<file path="config.mk">
export PLATFORM = sky130hd
export DESIGN_NAME = receive
export DESIGN_NICKNAME = d
export VERILOG_FILES = /design/src/rtl/uart_pkg.sv /design/src/rtl/receive_rx_bit_counter.sv /design/src/rtl/receive.sv
export SDC_FILE = /design/constraint.sdc
export NUM_CORES = 1
export LEC_CHECK = 0
export BUFFER_PORTS_ARGS = -buffer_cell sky130_fd_sc_hd__buf_4
export CAP_MARGIN = 30
export CORE_AREA = 3 3 52 59
export CTS_BUF_LIST = sky130_fd_sc_hd__clkbuf_4 sky130_fd_sc_hd__clkbuf_8 sky130_fd_sc_hd__clkbuf_16
export CTS_CLUSTER_SIZE = 12
export DETAILED_ROUTE_END_ITERATION = 7
export DIE_AREA = 0 0 55 62
export GPL_TIMING_DRIVEN = 0
export PLACE_DENSITY = 0.79
export SLEW_MARGIN = 20
export SYNTH_ARGS = -nofsm -noshare
export SYNTH_HDL_FRONTEND = slang
export SYNTH_SLANG_ARGS = --single-unit
</file>
<file path="constraint.sdc">
create_clock -name clk9600x16 -period 4.2 [get_ports clk9600x16]
set_input_delay 0.42 -clock clk9600x16 [delete_from_list [all_inputs] [get_ports clk9600x16]]
set_output_delay 0.42 -clock clk9600x16 [all_outputs]
set_load 0.03 [all_outputs]
</file>
<file path="src/rtl/uart_pkg.sv">
// uart_pkg: constants and state encodings shared by the UART receiver and
// transmitter.
//   DATA_BITS  - data bits per character (8N1 framing)
//   OVERSAMPLE - clock ticks per bit period
//   MID_SAMPLE - tick within the start bit where the line is evaluated
//   uart_state_t - frame FSM states
package uart_pkg;

    localparam int DATA_BITS  = 8;
    localparam int OVERSAMPLE = 16;
    localparam int MID_SAMPLE = 7;

    typedef enum logic [1:0] {
        IDLE  = 2'd0,
        START = 2'd1,
        DATA  = 2'd2,
        STOP  = 2'd3
    } uart_state_t;

endpackage

</file>
<file path="src/rtl/receive_rx_bit_counter.sv">
// rx_bit_counter: oversample tick counter and data-bit index for the UART
// receiver.
//   clk, rst_n        - clock and asynchronous active-low reset
//   cnt_clr, cnt_en   - clear (wins) / advance the tick counter
//   idx_clr, idx_inc  - clear (wins) / advance the bit index
//   idx               - current data-bit index
//   cnt_mid           - tick counter is at the mid-bit sample point
//   cnt_last          - tick counter is at its last tick (wraps next)
//   idx_last          - bit index points at the final data bit
module rx_bit_counter #(
    parameter int NUM_TICKS = 16,
    parameter int NUM_BITS  = 8,
    parameter int CNT_W     = $clog2(NUM_TICKS),
    parameter int IDX_W     = (NUM_BITS > 1) ? $clog2(NUM_BITS) : 1
) (
    input  logic             clk,
    input  logic             rst_n,
    input  logic             cnt_clr,
    input  logic             cnt_en,
    input  logic             idx_clr,
    input  logic             idx_inc,
    output logic [IDX_W-1:0] idx,
    output logic             cnt_mid,
    output logic             cnt_last,
    output logic             idx_last
);
    import uart_pkg::*;

    localparam logic [CNT_W-1:0] CNT_MID  = CNT_W'(MID_SAMPLE);
    localparam logic [CNT_W-1:0] CNT_LAST = CNT_W'(NUM_TICKS - 1);
    localparam logic [IDX_W-1:0] IDX_LAST = IDX_W'(NUM_BITS - 1);

    logic [CNT_W-1:0] cnt_q, cnt_d;
    logic [IDX_W-1:0] idx_q, idx_d;

    always_comb begin
        cnt_d = cnt_q;
        idx_d = idx_q;
        if (cnt_clr) begin
            cnt_d = '0;
        end else if (cnt_en) begin
            // Explicit wrap keeps the period exact for non power-of-two rates.
            cnt_d = (cnt_q == CNT_LAST) ? '0 : cnt_q + 1'b1;
        end
        if (idx_clr) begin
            idx_d = '0;
        end else if (idx_inc) begin
            idx_d = idx_q + 1'b1;
        end
    end

    always_ff @(posedge clk or negedge rst_n) begin
        if (!rst_n) begin
            cnt_q <= '0;
            idx_q <= '0;
        end else begin
            cnt_q <= cnt_d;
            idx_q <= idx_d;
        end
    end

    assign idx      = idx_q;
    assign cnt_mid  = (cnt_q == CNT_MID);
    assign cnt_last = (cnt_q == CNT_LAST);
    assign idx_last = (idx_q == IDX_LAST);

endmodule

</file>
<file path="src/rtl/receive.sv">
// receive: oversampling 8N1 UART receiver.
//   clk9600x16   - clock at OVERSAMPLE x bit rate, rising edge only
//   rst          - asynchronous active-low reset
//   dataIn       - asynchronous serial line, idle high, LSB first
//   dataRead     - consumer acknowledge; clears dataValid/overrun/frameErr
//   dataOut      - last good character
//   charReceived - one-cycle pulse per good frame
//   dataValid    - high while dataOut is unread
//   frameErr     - sticky: a stop bit was sampled low
//   overrun      - sticky: a good frame landed while dataValid was high
//   state_dbg    - current frame FSM state
// Handshake: dataValid rises with each good frame and stays high until a
// cycle with dataRead=1; a frame completing on that same edge wins and
// leaves dataValid high.
module receive #(
    parameter int DATA_BITS  = uart_pkg::DATA_BITS,
    parameter int OVERSAMPLE = uart_pkg::OVERSAMPLE
) (
    input  logic                 clk9600x16,
    input  logic                 rst,
    input  logic                 dataIn,
    input  logic                 dataRead,
    output logic [DATA_BITS-1:0] dataOut,
    output logic                 charReceived,
    output logic                 dataValid,
    output logic                 frameErr,
    output logic                 overrun,
    output logic [1:0]           state_dbg
);
    import uart_pkg::*;

    localparam int IDX_W = (DATA_BITS > 1) ? $clog2(DATA_BITS) : 1;

    logic                 sync1_q, sync2_q;
    uart_state_t          state_q, state_d;
    logic                 armed_q, armed_d;
    logic [DATA_BITS-1:0] shift_q, shift_d;
    logic [DATA_BITS-1:0] data_out_q, data_out_d;
    logic                 char_q, char_d;
    logic                 valid_q, valid_d;
    logic                 ferr_q, ferr_d;
    logic                 ovr_q, ovr_d;

    logic             line;
    logic             cnt_clr, cnt_en, idx_clr, idx_inc;
    logic [IDX_W-1:0] idx;
    logic             cnt_mid, cnt_last, idx_last;
    logic             stop_good, stop_bad;

    assign line = sync2_q;

    rx_bit_counter #(
        .NUM_TICKS (OVERSAMPLE),
        .NUM_BITS  (DATA_BITS)
    ) u_cnt (
        .clk      (clk9600x16),
        .rst_n    (rst),
        .cnt_clr  (cnt_clr),
        .cnt_en   (cnt_en),
        .idx_clr  (idx_clr),
        .idx_inc  (idx_inc),
        .idx      (idx),
        .cnt_mid  (cnt_mid),
        .cnt_last (cnt_last),
        .idx_last (idx_last)
    );

    // Frame FSM. armed_q remembers that the line was high on the previous
    // IDLE cycle, so a start needs a real 1->0 edge and a line still low
    // after a framing error cannot start a new frame.
    always_comb begin
        state_d   = state_q;
        armed_d   = 1'b0;
        shift_d   = shift_q;
        cnt_clr   = 1'b0;
        cnt_en    = 1'b0;
        idx_clr   = 1'b0;
        idx_inc   = 1'b0;
        stop_good = 1'b0;
        stop_bad  = 1'b0;
        case (state_q)
            IDLE: begin
                cnt_clr = 1'b1;
                idx_clr = 1'b1;
                armed_d = line;
                if (armed_q && !line) begin
                    state_d = START;
                end
            end
            START: begin
                cnt_en = 1'b1;
                if (cnt_mid) begin
                    if (line) begin
                        state_d = IDLE;
                    end else begin
                        state_d = DATA;
                        cnt_clr = 1'b1;
                        idx_clr = 1'b1;
                    end
                end
            end
            DATA: begin
                cnt_en = 1'b1;
                if (cnt_last) begin
                    shift_d[idx] = line;
                    idx_inc      = 1'b1;
                    if (idx_last) begin
                        state_d = STOP;
                    end
                end
            end
            STOP: begin
                cnt_en = 1'b1;
                if (cnt_last) begin
                    stop_good = line;
                    stop_bad  = !line;
                    state_d   = IDLE;
                end
            end
            default: state_d = IDLE;
        endcase
    end

    // Status flags: a set event on the same edge beats dataRead.
    always_comb begin
        data_out_d = stop_good ? shift_q : data_out_q;
        char_d     = stop_good;
        valid_d    = stop_good | (valid_q & ~dataRead);
        ovr_d      = (stop_good & valid_q & ~dataRead) | (ovr_q & ~dataRead);
        ferr_d     = stop_bad | (ferr_q & ~stop_good & ~dataRead);
    end

    always_ff @(posedge clk9600x16 or negedge rst) begin
        if (!rst) begin
            sync1_q    <= 1'b1;
            sync2_q    <= 1'b1;
            state_q    <= IDLE;
            armed_q    <= 1'b0;
            shift_q    <= '0;
            data_out_q <= '0;
            char_q     <= 1'b0;
            valid_q    <= 1'b0;
            ferr_q     <= 1'b0;
            ovr_q      <= 1'b0;
        end else begin
            sync1_q    <= dataIn;
            sync2_q    <= sync1_q;
            state_q    <= state_d;
            armed_q    <= armed_d;
            shift_q    <= shift_d;
            data_out_q <= data_out_d;
            char_q     <= char_d;
            valid_q    <= valid_d;
            ferr_q     <= ferr_d;
            ovr_q      <= ovr_d;
        end
    end

    assign dataOut      = data_out_q;
    assign charReceived = char_q;
    assign dataValid    = valid_q;
    assign frameErr     = ferr_q;
    assign overrun      = ovr_q;
    assign state_dbg    = state_q;

endmodule

</file>
==> results of run 1 <==
-- routing by layer --
metal | track usage, % | vias to the layer above | routed length, µm
li1 | - | 463 | -
met1 | 22.46 | 492 | 1126
met2 | 29.39 | 19 | 1324
met3 | 7.160 | 5 | 114
met4 | 10.42 | 0 | 61
met5 | 0 | - | 0
-- cells in the mapped netlist (all sizes together), types with 2 or more instances --
cell type,instances
a21o,2
a21oi,2
a31oi,2
a32o,2
and2,2
and3,2
and4bb,3
buf,6
clkbuf,2
dfrtp,30
dfstp,2
ha,3
inv,3
mux2,16
nand3,3
nand3b,3
nand4,3
nor2,6
nor2b,2
nor3,2
nor4,2
-- power groups by stage --
| stage | registers, mW | clock network (mW) | logic, mW |
|---|---|---|---|
| 2_1_floorplan | 0.380 | 0 | 0.137 |
| 3_3_place_gp | 0.368 | 0 | 0.195 |
| 3_5_place_dp | 0.370 | 0 | 0.201 |
| 4_1_cts | 0.364 | 0.204 | 0.203 |
| 5_1_grt | 0.368 | 0.216 | 0.227 |
| 6_report | 0.364 | 0.193 | 0.203 |
-- worst max-delay path, cell delays in order, from the launching register on --
cell and delay (ps):
dfrtp_1 400, ha_1 180, buf_6 130, and3_4 200
buf_6 140, nor3b_4 190, mux2_4 310
-- area by class of cell --
| class | count | share of cell area (%) |
|---|---|---|
| clock buffers | 8 | 3.821 |
| multi-input cells | 69 | 35.18 |
| well taps | 31 | 2.235 |
| inverters | 3 | 0.6489 |
| repair buffers | 18 | 7.931 |
| plain buffers | 8 | 3.893 |
| flip-flops and latches | 32 | 46.29 |
-- state kept, by name, indices dropped and copies added, names as in the netlist, named ones only --
name / cells
shift_q: 8
armed_q: 1
dataValid: 1
u_cnt.cnt_q: 4
overrun: 1
line: 1
frameErr: 1
u_cnt.idx: 3
sync1_q: 1
charReceived: 1
dataOut: 8
state_dbg: 1
-- repair_timing --
item                      CTS  global route
resized for setup           0             0
hold endpoints to repair   17             0
hold buffers                1             0
-- worst max path at each step --
stage	endpoint	slack, ps	depth (start not counted)
2_1_floorplan	dataOut[1]$_DFFE_PN0P_	2630	6
3_3_place_gp	dataOut[6]$_DFFE_PN0P_	2590	6
3_5_place_dp	shift_q[6]$_DFFE_PN0P_	2540	6
4_1_cts	shift_q[6]$_DFFE_PN0P_	2530	6
5_1_grt	shift_q[1]$_DFFE_PN0P_	2430	5
6_report	shift_q[6]$_DFFE_PN0P_	2530	6
-- cells by family after synthesis --
kind of cell,count (synthesis)
AO/OA/AOI/OAI,14
XOR/XNOR,1
adder cells (fa/ha/maj),3
buffers and inverters,11
flip-flops,32
multiplexers,16
AND/OR/NAND/NOR,35
-- through the flow --
step           utilization, %  hold WS, ps
3_3_place_gp            65.84        345.9
2_1_floorplan               -        124.4
5_1_grt                 68.87        162.9
3_5_place_dp            65.84        347.3
6_report                68.87        193.1
4_1_cts                 68.87        164.7
==> results.ini, run 1 <==
[run]
drv_cap=0

[cts]
root_buffer=clkbuf_4
postCtsSetupBuffers=0
clockBufferDepth=2
cts_buffers=5
path_clk_slew_ps=90
cts_sinks=32
insertion_delay_ps=330
cts_tree=built
htree_levels=2

[setup_path]
worst-setup-path-type=register to register
end_kind=register
arrival_ps=1890
regToRegStartpoint=u_cnt.cnt_q[0]$_DFFE_PN0P_
r2r-end=shift_q[6]$_DFFE_PN0P_
reg2regPathDepth=6
crit_path_start_kind=register
required_ps=4420
ff2ff_setup_slack_ps=2530
critPathMaxFanout=10
cp-startpoint=u_cnt.cnt_q[0]$_DFFE_PN0P_

[routing]
finalWirelength_mm=2.626
viasPerCell=5.793
drc=0
drtIter0Drc=27
wire_per_inst_um=15.54
firstDrtPassIters=4
ant_nets=0
num_vias=979

[power]
power.share.clock_pct=25.4
powerDensity_nw_per_um2=438.1
combPwrFrac_pct=26.7
p_sw_mw=0.2405
p_sw_share_pct=31.64
report.power.total_mw=0.7603
power.internal_mw=0.5198
seqPwrFrac_pct=47.9
p_leak_nw=0.8514
max-vdd-ir-drop_v=0.0003312

[global_route]
gr-usage-all-layers_pct=18.91
grt_pass1_wl_mm=4.388
grt_max_degree=33
grt_overflow=0
antenna_found_initial=0
grt_pass1_vias=909

[yosys]
synth_top_family_by_area=simple AND/OR/NAND/NOR gates
synthXorXnorAreaFrac_pct=0.5868
synthesis.area_um2=1493
synth-seq-cells=32
synth_edf_count=0
synth.distinct_cells=39
synth_seq_area_share_pct=53.81
synth_mux_area_share_pct=14.08
synthSimpleGateAreaFrac_pct=16.68
synth_top_area_share_pct=50.29
yosys.area.top_type=dfrtp_1
synthesis.nets=119
async_flop_share_pct=100.0
syn_avg_cell_area_um2=13.33
synth_warnings=0
synth_compound_area_share_pct=7.041
syn_inst=112
synth_ff_type=dfrtp_1
synth_area_leaders=dfrtp_1 (50%), mux2_4 (8.0%), mux2_2 (6.0%)
synthAdderAreaFrac_pct=2.515

[placement]
gp_congestion=0.8239
dp_cells=160
dp_hpwl_mm=1.819
dp_slack_ps=2535
portBuffers=17
placed_area_um2=1659

[floorplanning]
initial_utilization_pct=59.24
fp-row-count=19
ios=18
die_w_um=55
chipHeight_um=62
die_area_um2=3410
core_area_um2=2520

[hold_path]
holdPathStages=1
hold_class=input port to register
min_delay_worst_endpoint=sync1_q$_DFF_PN1_
hp-start=dataIn

[sta]
hold_viol=0
min_period_over_period_pct=39.65
fin_skew_ps=4.539
fin_tns_setup_ps=0
final.min_clock_period_ps=1665
slew_violations=0
worst_slack_ps=2535
max_freq_mhz=600.5
setup_viol=0
rsz0062_at_grt=no
tightest_slew_ps=423.3
relSlewSlack_pct=71.78

[cells_and_area]
stdcell_count=169
multi_input_area_um2=610.6
nFillCells=188
final-seq-area_um2=803.3
num_antenna_cells=0
final_area_um2=1735
final_common_cell=dfrtp_1
syn_to_final_growth_pct=16.26
layout.nets=144
final_cell_mix=dfrtp_1 (30), buf_4 (19), mux2_4 (8), mux2_2 (8), clkbuf_4 (7)
drive_gt1_share_pct=39.86

[run_status]
outcome=finished, final reports clean

Note: power is estimated with default switching activity, not from simulation.
==> inputs of run 2 (changes only) <==
--- a/config.mk
+++ b/config.mk
@@ -7,13 +7,13 @@
 export LEC_CHECK = 0
 export BUFFER_PORTS_ARGS = -buffer_cell sky130_fd_sc_hd__buf_4
 export CAP_MARGIN = 30
-export CORE_AREA = 3 3 52 59
+export CORE_AREA = 3 3 54 61
 export CTS_BUF_LIST = sky130_fd_sc_hd__clkbuf_4 sky130_fd_sc_hd__clkbuf_8 sky130_fd_sc_hd__clkbuf_16
 export CTS_CLUSTER_SIZE = 12
 export DETAILED_ROUTE_END_ITERATION = 7
-export DIE_AREA = 0 0 55 62
+export DIE_AREA = 0 0 57 64
 export GPL_TIMING_DRIVEN = 0
-export PLACE_DENSITY = 0.79
+export PLACE_DENSITY = 0.74
 export SLEW_MARGIN = 20
 export SYNTH_ARGS = -nofsm -noshare
 export SYNTH_HDL_FRONTEND = slang
==> constraint.sdc (replaced) <==
create_clock -name clk9600x16 -period 1.7 [get_ports clk9600x16]
set_input_delay 0.17 -clock clk9600x16 [delete_from_list [all_inputs] [get_ports clk9600x16]]
set_output_delay 0.17 -clock clk9600x16 [all_outputs]
set_load 0.03 [all_outputs]
==> results.ini, run 2 (synthesis results as in run 1) <==
[routing]
drc=0  ; unchanged
drtIter0Drc=31  ; +15%
firstDrtPassIters=4  ; unchanged
viasPerCell=5.690  ; -1.8%
wire_per_inst_um=15.49  ; -0.28%
finalWirelength_mm=2.696  ; +2.7%
ant_nets=0  ; unchanged
num_vias=990  ; +1.1%

[cts]
htree_levels=2  ; unchanged
cts_sinks=32  ; unchanged
root_buffer=clkbuf_4
cts_tree=built
clockBufferDepth=2  ; unchanged
cts_buffers=5  ; unchanged
insertion_delay_ps=340  ; about the same
path_clk_slew_ps=100  ; about the same

[sta]
slew_violations=0  ; unchanged
tightest_slew_ps=399.9  ; -23.39 ps
final.min_clock_period_ps=1629  ; -36.24 ps
relSlewSlack_pct=73.34  ; +1.6 points
min_period_over_period_pct=95.82  ; +56 points
max_freq_mhz=613.9  ; +2.2%
setup_viol=0  ; unchanged
rsz0062_at_grt=no
fin_skew_ps=11.70  ; +7.161 ps
fin_tns_setup_ps=0  ; unchanged
hold_viol=0  ; unchanged

[placement]
placed_area_um2=1662  ; +0.15%
portBuffers=17  ; unchanged
gp_congestion=0.7525  ; -8.7%
dp_hpwl_mm=1.812  ; -0.42%
dp_cells=162  ; +1.3%

[power]
power.internal_mw=1.325  ; +150%
power.share.clock_pct=26.4  ; +1.0 points
seqPwrFrac_pct=46.0  ; -1.9 points
combPwrFrac_pct=27.6  ; +0.9 points
p_sw_mw=0.6189  ; +160%
p_leak_nw=0.8675  ; +1.9%
powerDensity_nw_per_um2=1093  ; +150%
p_sw_share_pct=31.84  ; +0.21 points
max-vdd-ir-drop_v=0.0008734  ; +160%

[cells_and_area]
final_cell_mix=dfrtp_1 (30), buf_4 (20), mux2_4 (8), mux2_2 (8)
num_antenna_cells=0  ; unchanged
final_area_um2=1778  ; +2.5%
layout.nets=147  ; +2.1%
syn_to_final_growth_pct=19.11
stdcell_count=174  ; +3.0%
final_common_cell=dfrtp_1
drive_gt1_share_pct=40.43  ; +0.57 points

[run]
drv_cap=0  ; unchanged

[floorplanning]
ios=18  ; unchanged
die_w_um=57  ; +3.6%
fp-row-count=20  ; +1
die_area_um2=3648  ; +7.0%
initial_utilization_pct=54.23  ; -5.0 points
core_area_um2=2753  ; +9.2%
chipHeight_um=64  ; +3.2%

[run_status]
outcome=finished, final reports clean

[setup_path]
cp-startpoint=u_cnt.cnt_q[1]$_DFFE_PN0P_
regToRegStartpoint=u_cnt.cnt_q[1]$_DFFE_PN0P_
end_kind=register
required_ps=1920  ; -2500 ps
critPathMaxFanout=10  ; unchanged
crit_path_start_kind=register
worst-setup-path-type=register to register
ff2ff_setup_slack_ps=70  ; -2460 ps
arrival_ps=1850  ; -40 ps

[global_route]
grt_overflow=0  ; unchanged
grt_pass1_wl_mm=4.933  ; +12%
grt_max_degree=33  ; unchanged
gr-usage-all-layers_pct=17.55  ; -1.4 points
grt_pass1_vias=995  ; +9.5%
antenna_found_initial=0  ; unchanged

[hold_path]
hold_class=input port to asynchronous set/reset pin

-- run 2: layout make-up --
class,instances,area (µm²)
Buffer,8,67.56
Clock buffer,8,72.57
Fill cell,216,974.7
Inverter,3,11.26
Multi-Input combinational cell,69,616.8
Sequential cell,32,803.3
Tap cell,33,41.29
Timing Repair Buffer,21,165.2
-- run 2: path summary, 6_finish.rpt --
kind | end | cells past startpoint
setup / recovery | shift_q[6]$_DFFE_PN0P_ | 6
hold / removal | dataOut[3]$_DFFE_PN0P_ | 2
setup reg to reg | shift_q[6]$_DFFE_PN0P_ | 6
hold reg to reg | line$_DFF_PN1_ | 0
max in group asynchronous | sync1_q$_DFF_PN1_ | 2
min in group clk9600x16 | line$_DFF_PN1_ | 0
-- run 2: per-layer routing --
metal / up-vias / GRT usage [%] / wire length, µm
met4: 0 / 8.696 / 65
met3: 8 / 4.444 / 106
met1: 491 / 22.29 / 1183
met5: - / 0 / 0
met2: 17 / 27.57 / 1340
li1: 474 / - / -
-- run 2: what timing repair did --
action	CTS	global route
hold buffers	3	0
setup buffers	0	1
hold endpoints to repair	32	0
endpoints found under the setup margin	0	2
gates resized for setup	0	1
-- run 2: stage by stage --
stage | util (%) | power, mW | setup slack (ps) | hold WS (ps)
floorplan | - | 1.277 | 126.5 | -125.6
global placement | 60.36 | 1.394 | 83.89 | 119.9
detailed placement | 60.36 | 1.419 | 54.23 | 126.8
CTS | 64.09 | 1.938 | 46.69 | 296.9
global route | 64.59 | 2.069 | 15.85 | 339.4
finish | 64.59 | 1.944 | 71.04 | 300.7
-- run 2: worst max-delay path: stages, from the launching register on --
cell and delay, ps:
dfrtp_1 380, ha_1 170, buf_6 130, and3_4 200
buf_6 140, nor3b_4 190, mux2_4 310
-- run 2: power by group through the flow --
stage	Combinational, mW	Sequential [mW]	Clock [mW]
final	0.537	0.895	0.512
after global routing	0.598	0.902	0.568
after CTS	0.509	0.901	0.528
after detailed placement	0.503	0.916	0
after global placement	0.481	0.912	0
after floorplan	0.338	0.939	0
==> inputs of run 3 (changes only) <==
--- a/config.mk
+++ b/config.mk
@@ -7,13 +7,14 @@
 export LEC_CHECK = 0
 export BUFFER_PORTS_ARGS = -buffer_cell sky130_fd_sc_hd__buf_4
 export CAP_MARGIN = 30
-export CORE_AREA = 3 3 54 61
+export CORE_AREA = 5 5 56 63
 export CTS_BUF_LIST = sky130_fd_sc_hd__clkbuf_4 sky130_fd_sc_hd__clkbuf_8 sky130_fd_sc_hd__clkbuf_16
 export CTS_CLUSTER_SIZE = 12
 export DETAILED_ROUTE_END_ITERATION = 7
-export DIE_AREA = 0 0 57 64
+export DIE_AREA = 0 0 61 68
 export GPL_TIMING_DRIVEN = 0
 export PLACE_DENSITY = 0.74
+export REMOVE_ABC_BUFFERS = 1
 export SLEW_MARGIN = 20
 export SYNTH_ARGS = -nofsm -noshare
 export SYNTH_HDL_FRONTEND = slang
==> results.ini, run 3 (synthesis results as in run 1) <==
[floorplanning]
ios=18  ; unchanged
core_area_um2=2890  ; +5.0%
initial_utilization_pct=51.65  ; -2.6 points
chipHeight_um=68  ; +6.3%
die_w_um=61  ; +7.0%
die_area_um2=4148  ; +14%
fp-row-count=21  ; +5.0%

[cells_and_area]
final_cell_mix=dfrtp_1 (29), buf_4 (18), mux2_4 (8), mux2_2 (8), clkbuf_4 (7)
nFillCells=246  ; +14%
drive_gt1_share_pct=40.30  ; -0.13 points
num_antenna_cells=0  ; unchanged
syn_to_final_growth_pct=15.68
final_common_cell=dfrtp_1
final-seq-area_um2=804.5  ; +0.16%
fin_util_pct=59.74  ; -4.9 points
layout.nets=140  ; -4.8%
multi_input_area_um2=636.9  ; +3.2%

[setup_path]
arrival_ps=1820  ; -30 ps
reg2regPathDepth=3  ; -3
ff2ff_setup_slack_ps=100  ; +30 ps
critPathMaxFanout=16  ; +6
crit_path_start_kind=register
end_kind=register
worst-setup-path-type=register to register
endpoint=dataOut[5]$_DFFE_PN0P_
required_ps=1920  ; about the same
r2r-end=dataOut[5]$_DFFE_PN0P_

[global_route]
grt_pass1_wl_mm=4.588  ; -7.0%
grt_overflow=0  ; unchanged
antenna_found_initial=0  ; unchanged
grt_pass1_vias=952  ; -4.3%
grt_max_degree=33  ; unchanged
gr-usage-all-layers_pct=15.26  ; -2.3 points

[sta]
tightest_slew_ps=454.0  ; +54.15 ps
min_period_over_period_pct=94.33  ; -1.5 points
whs_ps=297.4  ; -3.335 ps
rsz0062_at_grt=no
max_freq_mhz=623.6  ; +1.6%
fin_tns_setup_ps=0  ; unchanged
fin_skew_ps=9.444  ; -2.256 ps
slew_violations=0  ; unchanged
final.min_clock_period_ps=1604  ; -25.33 ps
setup_viol=0  ; unchanged
hold_viol=0  ; unchanged
relSlewSlack_pct=69.73  ; -3.6 points

[run_status]
outcome=finished, final reports clean

[routing]
finalWirelength_mm=2.715  ; +0.70%
drtIter0Drc=24  ; -23%
viasPerCell=5.673  ; -0.30%
drc=0  ; unchanged
firstDrtPassIters=4  ; unchanged
ant_nets=0  ; unchanged
wire_per_inst_um=16.16  ; +4.3%
num_vias=953  ; -3.7%

[power]
seqPwrFrac_pct=54.2  ; +8.2 points
combPwrFrac_pct=19.7  ; -7.9 points
p_leak_nw=0.8305  ; -4.3%
power.share.clock_pct=26.1  ; -0.3 points
power.internal_mw=1.246  ; -5.9%
report.power.total_mw=1.854  ; -4.6%
max-vdd-ir-drop_v=0.0007412  ; -15%
powerDensity_nw_per_um2=1074  ; -1.8%
p_sw_mw=0.6076  ; -1.8%
p_sw_share_pct=32.77  ; +0.93 points

[cts]
insertion_delay_ps=330  ; about the same
root_buffer=clkbuf_4
clockBufferDepth=2  ; unchanged
cts_buffers=5  ; unchanged
cts_tree=built
path_clk_slew_ps=100  ; about the same
htree_levels=2  ; unchanged
cts_sinks=32  ; unchanged

[placement]
dp_hpwl_mm=1.730  ; -4.5%
gp_congestion=0.7996  ; +6.3%
portBuffers=17  ; unchanged

[run]
drv_cap=0  ; unchanged

[hold_path]
hold_class=input port to asynchronous set/reset pin

==> run 3: cell count changes in the layout (fill, tap and decap cells not counted), sizes merged <==
cell	before	now
clkbuf	10	8
and2	2	3
buf	24	18
==> run 3: power by group through the flow <==
| stage | sequential, mW | combinational (mW) | clock (mW) |
|---|---|---|---|
| 2_1_floorplan | 0.999 | 0.208 | 0 |
| 3_3_place_gp | 0.990 | 0.324 | 0 |
| 3_5_place_dp | 1.00 | 0.345 | 0 |
| 4_1_cts | 0.989 | 0.358 | 0.497 |
| 5_1_grt | 1.02 | 0.418 | 0.532 |
| 6_report | 1.00 | 0.366 | 0.483 |
==> run 3: through the flow <==
stage | instances | instance area [µm²] | setup slack, ps
2_1_floorplan | 104 | 1425 | 80.29
3_3_place_gp | 155 | 1595 | -43.33
3_5_place_dp | 155 | 1595 | -113.8
4_1_cts | 168 | 1709 | 8.620
5_1_grt | 168 | 1727 | 17.05
6_report | 168 | 1727 | 96.37
==> run 3: how the worst min path moves through the flow <==
stage,slack (ps),endpoint,cells past startpoint,start
finish,300,frameErr$_DFF_PN0_,2,rst
global route,340,dataOut[5]$_DFFE_PN0P_,2,rst
CTS,300,asynchronous set/reset pin,2,rst
detailed placement,120,dataOut[4]$_DFFE_PN0P_,1,rst
global placement,120,dataOut[4]$_DFFE_PN0P_,1,rst
floorplan,-130,asynchronous set/reset pin,0,rst
==> run 3: cell type report <==
type                       instances  share of cell area [%]
tap                               34                   2.464
inverter                           3                  0.6522
clock buffer                       8                   3.841
sequential                        32                   46.59
timing repair buffer              21                   9.565
multi-input combinational         70                   36.88
==> run 3: worst max-delay path, stage by stage, from the launching register on <==
cell	delay, ps
dfrtp_1	630
and3_1	290
and2_2	250
mux2_4	310
==> run 3: layer usage <==
metal  share of wire [%]  track usage, %  vias up  wire, µm
met5                   0               0        -         0
met4                 1.2           5.962        0        33
met3                 5.6           5.849        5       151
met2                  48           23.40       24      1302
met1                  45           19.39      470      1227
li1                    -               -      454         -
==> run 3: what timing repair did <==
item / 4_1_cts / 5_1_grt
hold buffers: 3 / 0
endpoints found under the hold margin: 32 / 0
gates cloned: 1 / 0
pin swaps: 1 / 0
buffers inserted: 1 / 0
resized for setup: 1 / 3
endpoints found under the setup margin: 11 / 11
